## src/rtl/audio_scheduler_if.sv

```systemverilog
// Control, sound-effect handshake, music ROM and tone-generator signals of the audio scheduler.
interface audio_scheduler_if;
    logic       play;
    logic       loop;
    logic       sfx_req;
    logic [1:0] sfx_id;
    logic       sfx_ack;
    logic [7:0] rom_addr;
    logic [7:0] rom_note;
    logic       rom_end;
    logic [5:0] note;
    logic [1:0] source;
    logic       music_done;

    modport master (
        output play, loop, sfx_req, sfx_id, rom_note, rom_end,
        input  sfx_ack, rom_addr, note, source, music_done
    );

    modport slave (
        input  play, loop, sfx_req, sfx_id, rom_note, rom_end,
        output sfx_ack, rom_addr, note, source, music_done
    );
endinterface

```

## src/rtl/audio_scheduler.sv

```systemverilog
// Music sequencer reading notes from a ROM, with prioritised sound effects that freeze and resume the music.
// IDLE off | FETCH 2-cycle ROM read | PLAY note + duration | SFX 4-step effect | DONE track ended
module audio_scheduler #(
    parameter int NOTE_LEN_LOG2 = 22,
    parameter int SFX_LEN_LOG2  = 20
) (
    input  logic              clk,
    input  logic              reset,
    audio_scheduler_if.slave  bus
);
    typedef enum logic [2:0] {S_IDLE, S_FETCH, S_PLAY, S_SFX, S_DONE} state_t;

    state_t                   r_state, w_state;
    state_t                   r_saved, w_saved;
    logic                     r_fetch2, w_fetch2;
    logic [NOTE_LEN_LOG2-1:0] r_dur, w_dur;
    logic [1:0]               r_step, w_step;
    logic [SFX_LEN_LOG2-1:0]  r_sfx_cnt, w_sfx_cnt;
    logic [1:0]               r_sfx_id, w_sfx_id;
    logic [5:0]               r_cap, w_cap;
    logic [7:0]               r_addr, w_addr;
    logic [5:0]               r_note, w_note;
    logic [1:0]               r_source, w_source;
    logic                     r_ack, w_ack;
    logic                     r_done, w_done;
    logic                     w_gap;

    function automatic logic [5:0] sfx_note(input logic [1:0] id, input logic [1:0] step);
        logic [5:0] n;
        case ({id, step})
            4'h0: n = 6'd37;  4'h1: n = 6'd41;  4'h2: n = 6'd44;  4'h3: n = 6'd49;
            4'h4: n = 6'd44;  4'h5: n = 6'd49;  4'h6: n = 6'd0;   4'h7: n = 6'd49;
            4'h8: n = 6'd20;  4'h9: n = 6'd17;  4'hA: n = 6'd13;  4'hB: n = 6'd8;
            4'hC: n = 6'd25;  4'hD: n = 6'd20;  4'hE: n = 6'd17;  default: n = 6'd13;
        endcase
        return n;
    endfunction

    always_ff @(posedge clk or posedge reset) begin
        if (reset) begin
            r_state   <= S_IDLE;
            r_saved   <= S_IDLE;
            r_fetch2  <= 1'b0;
            r_dur     <= '0;
            r_step    <= '0;
            r_sfx_cnt <= '0;
            r_sfx_id  <= '0;
            r_cap     <= '0;
            r_addr    <= '0;
            r_note    <= '0;
            r_source  <= '0;
            r_ack     <= 1'b0;
            r_done    <= 1'b0;
        end else begin
            r_state   <= w_state;
            r_saved   <= w_saved;
            r_fetch2  <= w_fetch2;
            r_dur     <= w_dur;
            r_step    <= w_step;
            r_sfx_cnt <= w_sfx_cnt;
            r_sfx_id  <= w_sfx_id;
            r_cap     <= w_cap;
            r_addr    <= w_addr;
            r_note    <= w_note;
            r_source  <= w_source;
            r_ack     <= w_ack;
            r_done    <= w_done;
        end
    end

    always_comb begin
        w_state   = r_state;
        w_saved   = r_saved;
        w_fetch2  = r_fetch2;
        w_dur     = r_dur;
        w_step    = r_step;
        w_sfx_cnt = r_sfx_cnt;
        w_sfx_id  = r_sfx_id;
        w_cap     = r_cap;
        w_addr    = r_addr;
        w_ack     = 1'b0;
        w_done    = 1'b0;

        // An accepted effect freezes the music context; counters simply stop advancing.
        if (bus.sfx_req && r_state != S_SFX) begin
            w_ack     = 1'b1;
            w_saved   = r_state;
            w_state   = S_SFX;
            w_step    = '0;
            w_sfx_cnt = '0;
            w_sfx_id  = bus.sfx_id;
        end else begin
            case (r_state)
                S_IDLE: begin
                    if (bus.play) begin
                        w_state  = S_FETCH;
                        w_fetch2 = 1'b0;
                    end
                end
                S_FETCH: begin
                    if (!bus.play) begin
                        w_state = S_IDLE;
                    end else if (!r_fetch2) begin
                        w_fetch2 = 1'b1;
                    end else begin
                        w_cap    = bus.rom_note[5:0];
                        w_fetch2 = 1'b0;
                        if (!bus.rom_end) begin
                            w_state = S_PLAY;
                            w_dur   = '0;
                        end else if (bus.loop) begin
                            w_addr = '0;
                        end else begin
                            w_done  = 1'b1;
                            w_addr  = '0;
                            w_state = S_DONE;
                        end
                    end
                end
                S_PLAY: begin
                    if (!bus.play) begin
                        w_state = S_IDLE;
                    end else if (&r_dur) begin
                        w_addr   = r_addr + 8'd1;
                        w_state  = S_FETCH;
                        w_fetch2 = 1'b0;
                    end else begin
                        w_dur = r_dur + 1'b1;
                    end
                end
                S_SFX: begin
                    if (bus.sfx_req && bus.sfx_id > r_sfx_id) begin
                        w_ack     = 1'b1;
                        w_step    = '0;
                        w_sfx_cnt = '0;
                        w_sfx_id  = bus.sfx_id;
                    end else if (&r_sfx_cnt) begin
                        w_sfx_cnt = '0;
                        if (r_step == 2'd3) begin
                            w_state  = r_saved;
                            w_fetch2 = 1'b0;
                        end else begin
                            w_step = r_step + 2'd1;
                        end
                    end else begin
                        w_sfx_cnt = r_sfx_cnt + 1'b1;
                    end
                end
                S_DONE: begin
                    if (!bus.play) w_state = S_IDLE;
                end
                default: w_state = S_IDLE;
            endcase
        end
    end

    // Outputs are derived from the next-state values so the registered copies line up with the state.
    assign w_gap = (w_dur[NOTE_LEN_LOG2-1 -: 4] == 4'd0);

    always_comb begin
        w_note   = '0;
        w_source = 2'd0;
        case (w_state)
            S_FETCH: w_source = 2'd1;
            S_PLAY: begin
                w_source = 2'd1;
                w_note   = w_gap ? 6'd0 : w_cap;
            end
            S_SFX: begin
                w_source = 2'd2;
                w_note   = sfx_note(w_sfx_id, w_step);
            end
            default: ;
        endcase
    end

    assign bus.rom_addr   = r_addr;
    assign bus.note       = r_note;
    assign bus.source     = r_source;
    assign bus.sfx_ack    = r_ack;
    assign bus.music_done = r_done;
endmodule
```

## src/flat_wrapper.sv

```systemverilog
// flat-port wrapper written by rule: the top's interface ports become plain ports
module audio_scheduler_flat 
#(
    parameter int NOTE_LEN_LOG2 = 22,
    parameter int SFX_LEN_LOG2  = 20
)
  (clk, reset, bus_play, bus_loop, bus_sfx_req, bus_sfx_id, bus_rom_note, bus_rom_end, bus_sfx_ack, bus_rom_addr, bus_note, bus_source, bus_music_done);
  audio_scheduler_if bus_i ();
  input  logic clk;
  input  logic reset;
  input wire logic [$bits(bus_i.play)-1:0] bus_play;
  input wire logic [$bits(bus_i.loop)-1:0] bus_loop;
  input wire logic [$bits(bus_i.sfx_req)-1:0] bus_sfx_req;
  input wire logic [$bits(bus_i.sfx_id)-1:0] bus_sfx_id;
  input wire logic [$bits(bus_i.rom_note)-1:0] bus_rom_note;
  input wire logic [$bits(bus_i.rom_end)-1:0] bus_rom_end;
  output wire logic [$bits(bus_i.sfx_ack)-1:0] bus_sfx_ack;
  output wire logic [$bits(bus_i.rom_addr)-1:0] bus_rom_addr;
  output wire logic [$bits(bus_i.note)-1:0] bus_note;
  output wire logic [$bits(bus_i.source)-1:0] bus_source;
  output wire logic [$bits(bus_i.music_done)-1:0] bus_music_done;
  assign bus_i.play = bus_play;
  assign bus_i.loop = bus_loop;
  assign bus_i.sfx_req = bus_sfx_req;
  assign bus_i.sfx_id = bus_sfx_id;
  assign bus_i.rom_note = bus_rom_note;
  assign bus_i.rom_end = bus_rom_end;
  assign bus_sfx_ack = bus_i.sfx_ack;
  assign bus_rom_addr = bus_i.rom_addr;
  assign bus_note = bus_i.note;
  assign bus_source = bus_i.source;
  assign bus_music_done = bus_i.music_done;
  audio_scheduler #(.NOTE_LEN_LOG2(NOTE_LEN_LOG2), .SFX_LEN_LOG2(SFX_LEN_LOG2)) u_core (.clk(clk), .reset(reset), .bus(bus_i));
endmodule
```

## config.mk

```make
export PLATFORM = sky130hd
export DESIGN_NAME = audio_scheduler_flat
export DESIGN_NICKNAME = d
export VERILOG_FILES = /design/src/rtl/audio_scheduler_if.sv /design/src/rtl/audio_scheduler.sv /design/src/flat_wrapper.sv
export SDC_FILE = /design/constraint.sdc
export NUM_CORES = 1
export LEC_CHECK = 0
export BUFFER_PORTS_ARGS = -buffer_cell sky130_fd_sc_hd__buf_2
export CAP_MARGIN = 40
export CORE_UTILIZATION = 39
export CTS_CLUSTER_SIZE = 40
export DETAILED_ROUTE_END_ITERATION = 16
export GPL_ROUTABILITY_DRIVEN = 0
export SKIP_CTS_REPAIR_TIMING = 1
export SKIP_LAST_GASP = 1
export SLEW_MARGIN = 25
export SYNTH_ARGS = -nofsm -noshare
export SYNTH_HDL_FRONTEND = slang
export SYNTH_SLANG_ARGS = --single-unit
export TNS_END_PERCENT = 100
```

## constraint.sdc

```tcl
create_clock -name clk -period 3.5 [get_ports clk]
set_clock_uncertainty 0.2 [all_clocks]
set_input_delay 0.35 -clock clk [delete_from_list [all_inputs] [get_ports clk]]
set_output_delay 0.35 -clock clk [all_outputs]
set_load 0.02 [all_outputs]
```

* Yosys cells after proc, flatten, opt, wreduce, memory -nomap -nowiden
Memory sizes are Yosys's and may differ from the RTL's. Cells that the tools add are included.
Storage, ports and cells: bits in registers 77, bits in read-only memories 80, input bits 16, output and inout bits 18, memories 1
Operators by class: $add $sub $neg 4, $lt $le $gt $ge 1, eq/ne operators 20, mux-type cells 63, bitwise gates (word level) 1, reductions and logical operators 13
Memories:
- (no name shown) | depth 16, width 5, rd ports 1, clocked after Yosys merged registers in 0, write ports 0, RTL line audio_scheduler.sv:30 | case ({id, step})
Operators by type and width (number):
- two-way mux 22 bit | 6
- two-way mux 20 bit | 4
- case mux 22 bit (2 select lines) | 1
- two-way mux 8 bit | 5
- two-way mux 3 bit | 12
- two-way mux 6 bit | 5
- adder 22 x 1 -> 22 bit (second input constant) | 1
- AND reduction 22 bit | 1
- adder 20 x 1 -> 20 bit (second input constant) | 1
- AND reduction 20 bit | 1
- two-way mux 1 bit | 17
- two-way mux 2 bit | 8
- case mux 8 bit (2 select lines) | 1
- case mux 3 bit (5 select lines) | 1
- != test 2 bit (second input constant) | 7
- AND reduction 7 bit | 2
- equality test 3 x 2 -> 1 bit (second input constant) | 4
- case mux 6 bit (2 select lines) | 1
- AND reduction 9 bit | 1
- adder 8 x 1 -> 8 bit (second input constant) | 1
- != test 2 x 1 -> 1 bit (second input constant) | 4
- equality test 3 x 1 -> 1 bit (second input constant) | 2
- zero test 4 bit | 1
- case mux 1 bit (4 select lines) | 1
- 12 further kinds | 14

* Longest topological paths before layout
depth in word-level cells 9, mapped depth 12

* Worst setup path after synthesis
Ideal clock, no wire load.
path kind reg-to-reg, from register u_core.r_sfx_id[1], to register u_core.r_note[0] (netlist: u_core.bus.note[0]), setup time 122 ps, data arrival time 2649 ps, required time 3178 ps, path slack 529 ps, stages on the path, launching flop included 11, path buffers 0, clock period less this slack 2971 ps, cell sequence dfrtp_1 -> inv_1 -> ha_1 -> nor2b_1 -> o211a_1 -> a21oi_1 -> inv_1 -> or3_1 -> ha_1 -> a211o_1 -> a32o_1
On the way: longest elaborated chain between the ends 7, elaborated cells between the ends (all ways) 15, those cells by class 1 x order compare; 2 x eq/ne; 10 x mux; 1 x reduce/logical; 1 x memory
Ends and longest elaborated chain:
- from (decl) | RTL line audio_scheduler.sv:19 | logic [1:0] r_sfx_id, w_sfx_id;
- from (signal assigned) | RTL line audio_scheduler.sv:61 | r_sfx_id <= w_sfx_id;
- greater-than comparator 2 bit | RTL line audio_scheduler.sv:132 | if (bus.sfx_req && bus.sfx_id > r_sfx_id) begin
- logical AND 1 bit | RTL line audio_scheduler.sv:132
- two-way mux 2 bit or two-way mux 3 bit (tied branches) | RTL line audio_scheduler.sv:132
- two-way mux 2 bit or case mux 3 bit (5 select lines) (tied branches) | RTL line audio_scheduler.sv:93 | case (r_state)
- two-way mux 2 bit or two-way mux 3 bit (tied branches) | RTL line audio_scheduler.sv:85 | if (bus.sfx_req && r_state != S_SFX) begin
- memory read (16 x 5 bit) or equality test 3 x 2 -> 1 bit (tied branches)
- case mux 6 bit (2 select lines) (*) | RTL line audio_scheduler.sv:163 | case (w_state)
- named net u_core.w_note[0] | RTL line audio_scheduler.sv:22 | logic [5:0] r_note, w_note;
- to (signal assigned) | RTL line audio_scheduler.sv:64 | r_note <= w_note;
- to (decl) | RTL line audio_scheduler.sv:22
The timed path passes the listed nets; every way through them passes the cells marked *. A chain may end at the register's enable or synchronous reset.

* Worst setup path in the final report
Same ends and word-level chain as after synthesis.

==> metrics.md <==
| Metric | Value |
|---|---|
| Synth Area per Inst | 9.26 µm² |
| First-pass GRT wire length | 16,200 µm |
| Htree depth | 3 |
| Initial DRC count | between 150 and 200 |
| Least-Margin Pin Slew | 707 ps |
| Synth Flop Type | dfrtp_1 |
| Die W | 106 µm |
| # nets final | roughly 520 |
| CTS Buf Count | 9 |
| First-pass DRT Iterations | 5 |
| Slew HR | 52.8% |
| Io pins | 34 |
| Post-route setup TNS | 0 ps |
| Die height | 106 µm |
| Power, Total | 3.15 mW |
| Hold path depth | 3 |
| Drc violations | 0 |
| Seq/Total Area, Yosys | 45.6% |
| Synth top area cells | dfrtp_1 46%, o21ai_0 5.2%, nor2_1 4.3% |
| Critical path buffers and inverters | 2 |
| Placed inst area | ~0.0046 mm² |
| CTS tree | built |
| Initial antenna violation count | 0 |
| Largest net degree at the start of global routing | 33 |
| Post-route ant nets | 0 |
| Clk sinks | 77 |
| # fillers | roughly 1,000 |
| Synthesis Warnings | 0 |
| Delay-heaviest family, CP | compound AO/OA/AOI/OAI gates |
| GRT overflow | 0 |
| Vias in the first global route | 3,424 |
| Netlist cell types | 59 |
| DR vias | ~3,500 |
| P&R area growth vs syn | 14.2% |
| Post-synth EDFFs | 0 |
| Worst slack, placed | 279 ps |
| Post-synth top area cell | dfrtp_1 |
| Syn Nets | 482 |
| GRT Util Overall | 17.9% |
| Ant diodes | 0 |
| Peak Freq | 309 MHz |
| CORE AREA | 0.0104 mm² |
| Worst path cell trace | inv_1 -> ha_1 -> nor2b_1 -> o211a_1 -> a21oi_1 -> inv_1 -> or3_1 -> ha_1 -> a211o_1 -> a32o_1 |
| Async SR Flop Fraction | 100% |
| Final Setup Violations | 0 |
| Design Area, Final | 0.00482 mm² |
| Critical path class | flip-flop to flip-flop |
| Clk Latency, worst-skew pair | 360 ps |
| Setup crit end kind | flip-flop |
| WHS | about 30 ps |
| Routed len/inst | 14.8 µm |
| Synthesized instance count | 456 |
| CTS Root Cell | clkbuf_8 |
| Synth top area share | a little under half |
| CP max stage delay | 480 ps |
| Worst-path fanout max | 5 |
| Die Area | 0.0113 mm² |
| Max-Cap Viols | 0 |
| Synth Cell Area | 0.00422 mm² |
| DP HPWL | 6770 µm |
| P_leak | 2.23 nW |
| RSZ-0062 raised after global routing | no |
| Minimum clock period | 3240 ps |
| Maximum vdd drop | 0.427 mV |
| DR vias/cell | ~5.5 |
| I/O Buffers | 31 |
| Crit-path slowest cell | or3_1 |
| Crit path DAT | roughly 3300 ps |
| FP Rows | 37 |
| CP Depth | 10 |
| Ratio of cells with drive above 1 in the final layout | 14.5% |
| Final Max Slew Viols | 0 |
| Tcrit/Tclk final | 92.5% |
| Worst min path class | input pin to flip-flop |
| Reg2Reg Depth | 10 |
| Maximum clock path buffer count | 2 |
| Final number of hold-violating endpoints | 0 |
| Number of synthesized register bits | 77 |
| Final wirelength | 9490 µm |
| Starting Density | 40.6% |
| Pwr/cell area | 654 mW/mm² |
| Req. time, crit path | 3540 ps |
| Setup WS post-layout | 261 ps |
| Status | finished, final reports clean |
| Worst Setup Start Kind | flip-flop |
| CTS clk-pin slew, worst paths | approximately 90 ps |
==> state kept, by name, indices dropped and copies added (netlist names), 2 cells and up <==
signal / flops
u_core.r_dur: 22
u_core.r_sfx_cnt: 20
u_core.bus.rom_addr: 8
u_core.bus.note: 6
u_core.r_cap: 6
u_core.r_saved: 3
u_core.r_state: 3
u_core.bus.source: 2
u_core.r_sfx_id: 2
u_core.r_step: 2
==> per-layer routing <==
| metal | vias to the layer above | global-route usage (%) | wire, µm |
|---|---|---|---|
| met1 | 1690 | 23.4 | 4530 |
| li1 | 1758 | - | - |
| met4 | 0 | 5.06 | 99 |
| met5 | - | 0 | 0 |
| met2 | 66 | 29.6 | 4460 |
| met3 | 10 | 4.29 | 399 |
==> through the flow <==
step | util (%) | cells
after detailed placement | 43.9 | 621
after global placement | 43.9 | 621
final | 46.3 | 639
after global routing | 46.3 | 639
after CTS | 46.1 | 637
after floorplan | - | 456
==> power breakdown <==
group	internal, mW	switching (mW)	total, mW
Clock	0.426	0.348	0.773
Combinational	0.463	0.757	1.22
Sequential	1.05	0.112	1.16
Total	1.94	1.22	3.15
==> kinds of logic (layout without fill, tap and decap cells) <==
| logic type | after synthesis | count (layout) | synth area share (%) |
|---|---|---|---|
| and+or+nand+nor | 191 | 191 | 24.8 |
| AOI/OAI and AO/OA | 126 | 126 | 19.0 |
| DFF | 77 | 77 | 45.6 |
| buffers and inverters | 31 | 78 | 2.84 |
| xor gates and xnor gates | 12 | 12 | 2.49 |
| adders and majority gates | 10 | 10 | 2.96 |
| muxes | 9 | 9 | 2.31 |
==> cell usage after synthesis (all sizes together), types with 2 or more instances <==
| master | number |
|---|---|
| and2 | 4 |
| and4 | 3 |
| nand2 | 39 |
| nand3 | 25 |
| nor3 | 11 |
| o41ai | 2 |
| xnor2 | 8 |
| o211ai | 3 |
| a31oi | 8 |
| a32o | 2 |
| buf | 3 |
| a22o | 8 |
| mux2i | 3 |
| ha | 10 |
| dfrtp | 77 |
| and3 | 16 |
| a21oi | 14 |
| o22ai | 6 |
| nor2b | 3 |
| nand2b | 13 |
| inv | 19 |
| nand3b | 2 |
| a21o | 3 |
| o2bb2ai | 2 |
| clkbuf | 8 |
| o21ai | 52 |
| nor4 | 9 |
| xor2 | 4 |
| nand4 | 11 |
| mux2 | 6 |
| o31ai | 13 |
| a211o | 3 |
| nor2 | 48 |
==> placed cells by master (no fill, tap or decap), types with 9 or more instances in the layout <==
| cell type | count |
|---|---|
| a21oi_1 | 13 |
| and3_1 | 16 |
| buf_2 | 31 |
| buf_4 | 9 |
| clkbuf_8 | 10 |
| dfrtp_1 | 77 |
| ha_1 | 10 |
| inv_1 | 18 |
| nand2_1 | 39 |
| nand2b_1 | 13 |
| nand3_1 | 24 |
| nand4_1 | 9 |
| nor2_1 | 48 |
| nor3_1 | 10 |
| o21ai_0 | 44 |
| o31ai_1 | 13 |
==> worst paths after layout <==
path / start / to / slack (ps)
max reg2reg: u_core.r_sfx_id[1] / u_core.bus.note[0] / 260
min in group asynchronous: reset / u_core.r_sfx_cnt[15] / 290
min reg2reg: u_core.bus.rom_addr[7] / u_core.bus.rom_addr[7] / 280
max in group asynchronous: reset / u_core.r_cap[3] / 2060
max: u_core.r_sfx_id[1] / u_core.bus.note[0] / 260
min: bus_rom_note[5] / u_core.r_cap[5] / 30
==> cell type report <==
cell class              count  area (µm²)  area share, %
inverters                  20        76.3           1.58
clock buffers              10         138           2.85
multi-input cells         348        2180           45.1
clock inverters             6        92.6           1.92
flip-flops and latches     77        1930           39.9
repair buffers             42         243           5.03
well taps                 136         170           3.53
==> tightest hold or removal path, stage by stage <==
cell and delay, ps:
buf_2 70, mux2i_1 80, inv_1 60
No activity file was read; power rests on OpenSTA's default activity.
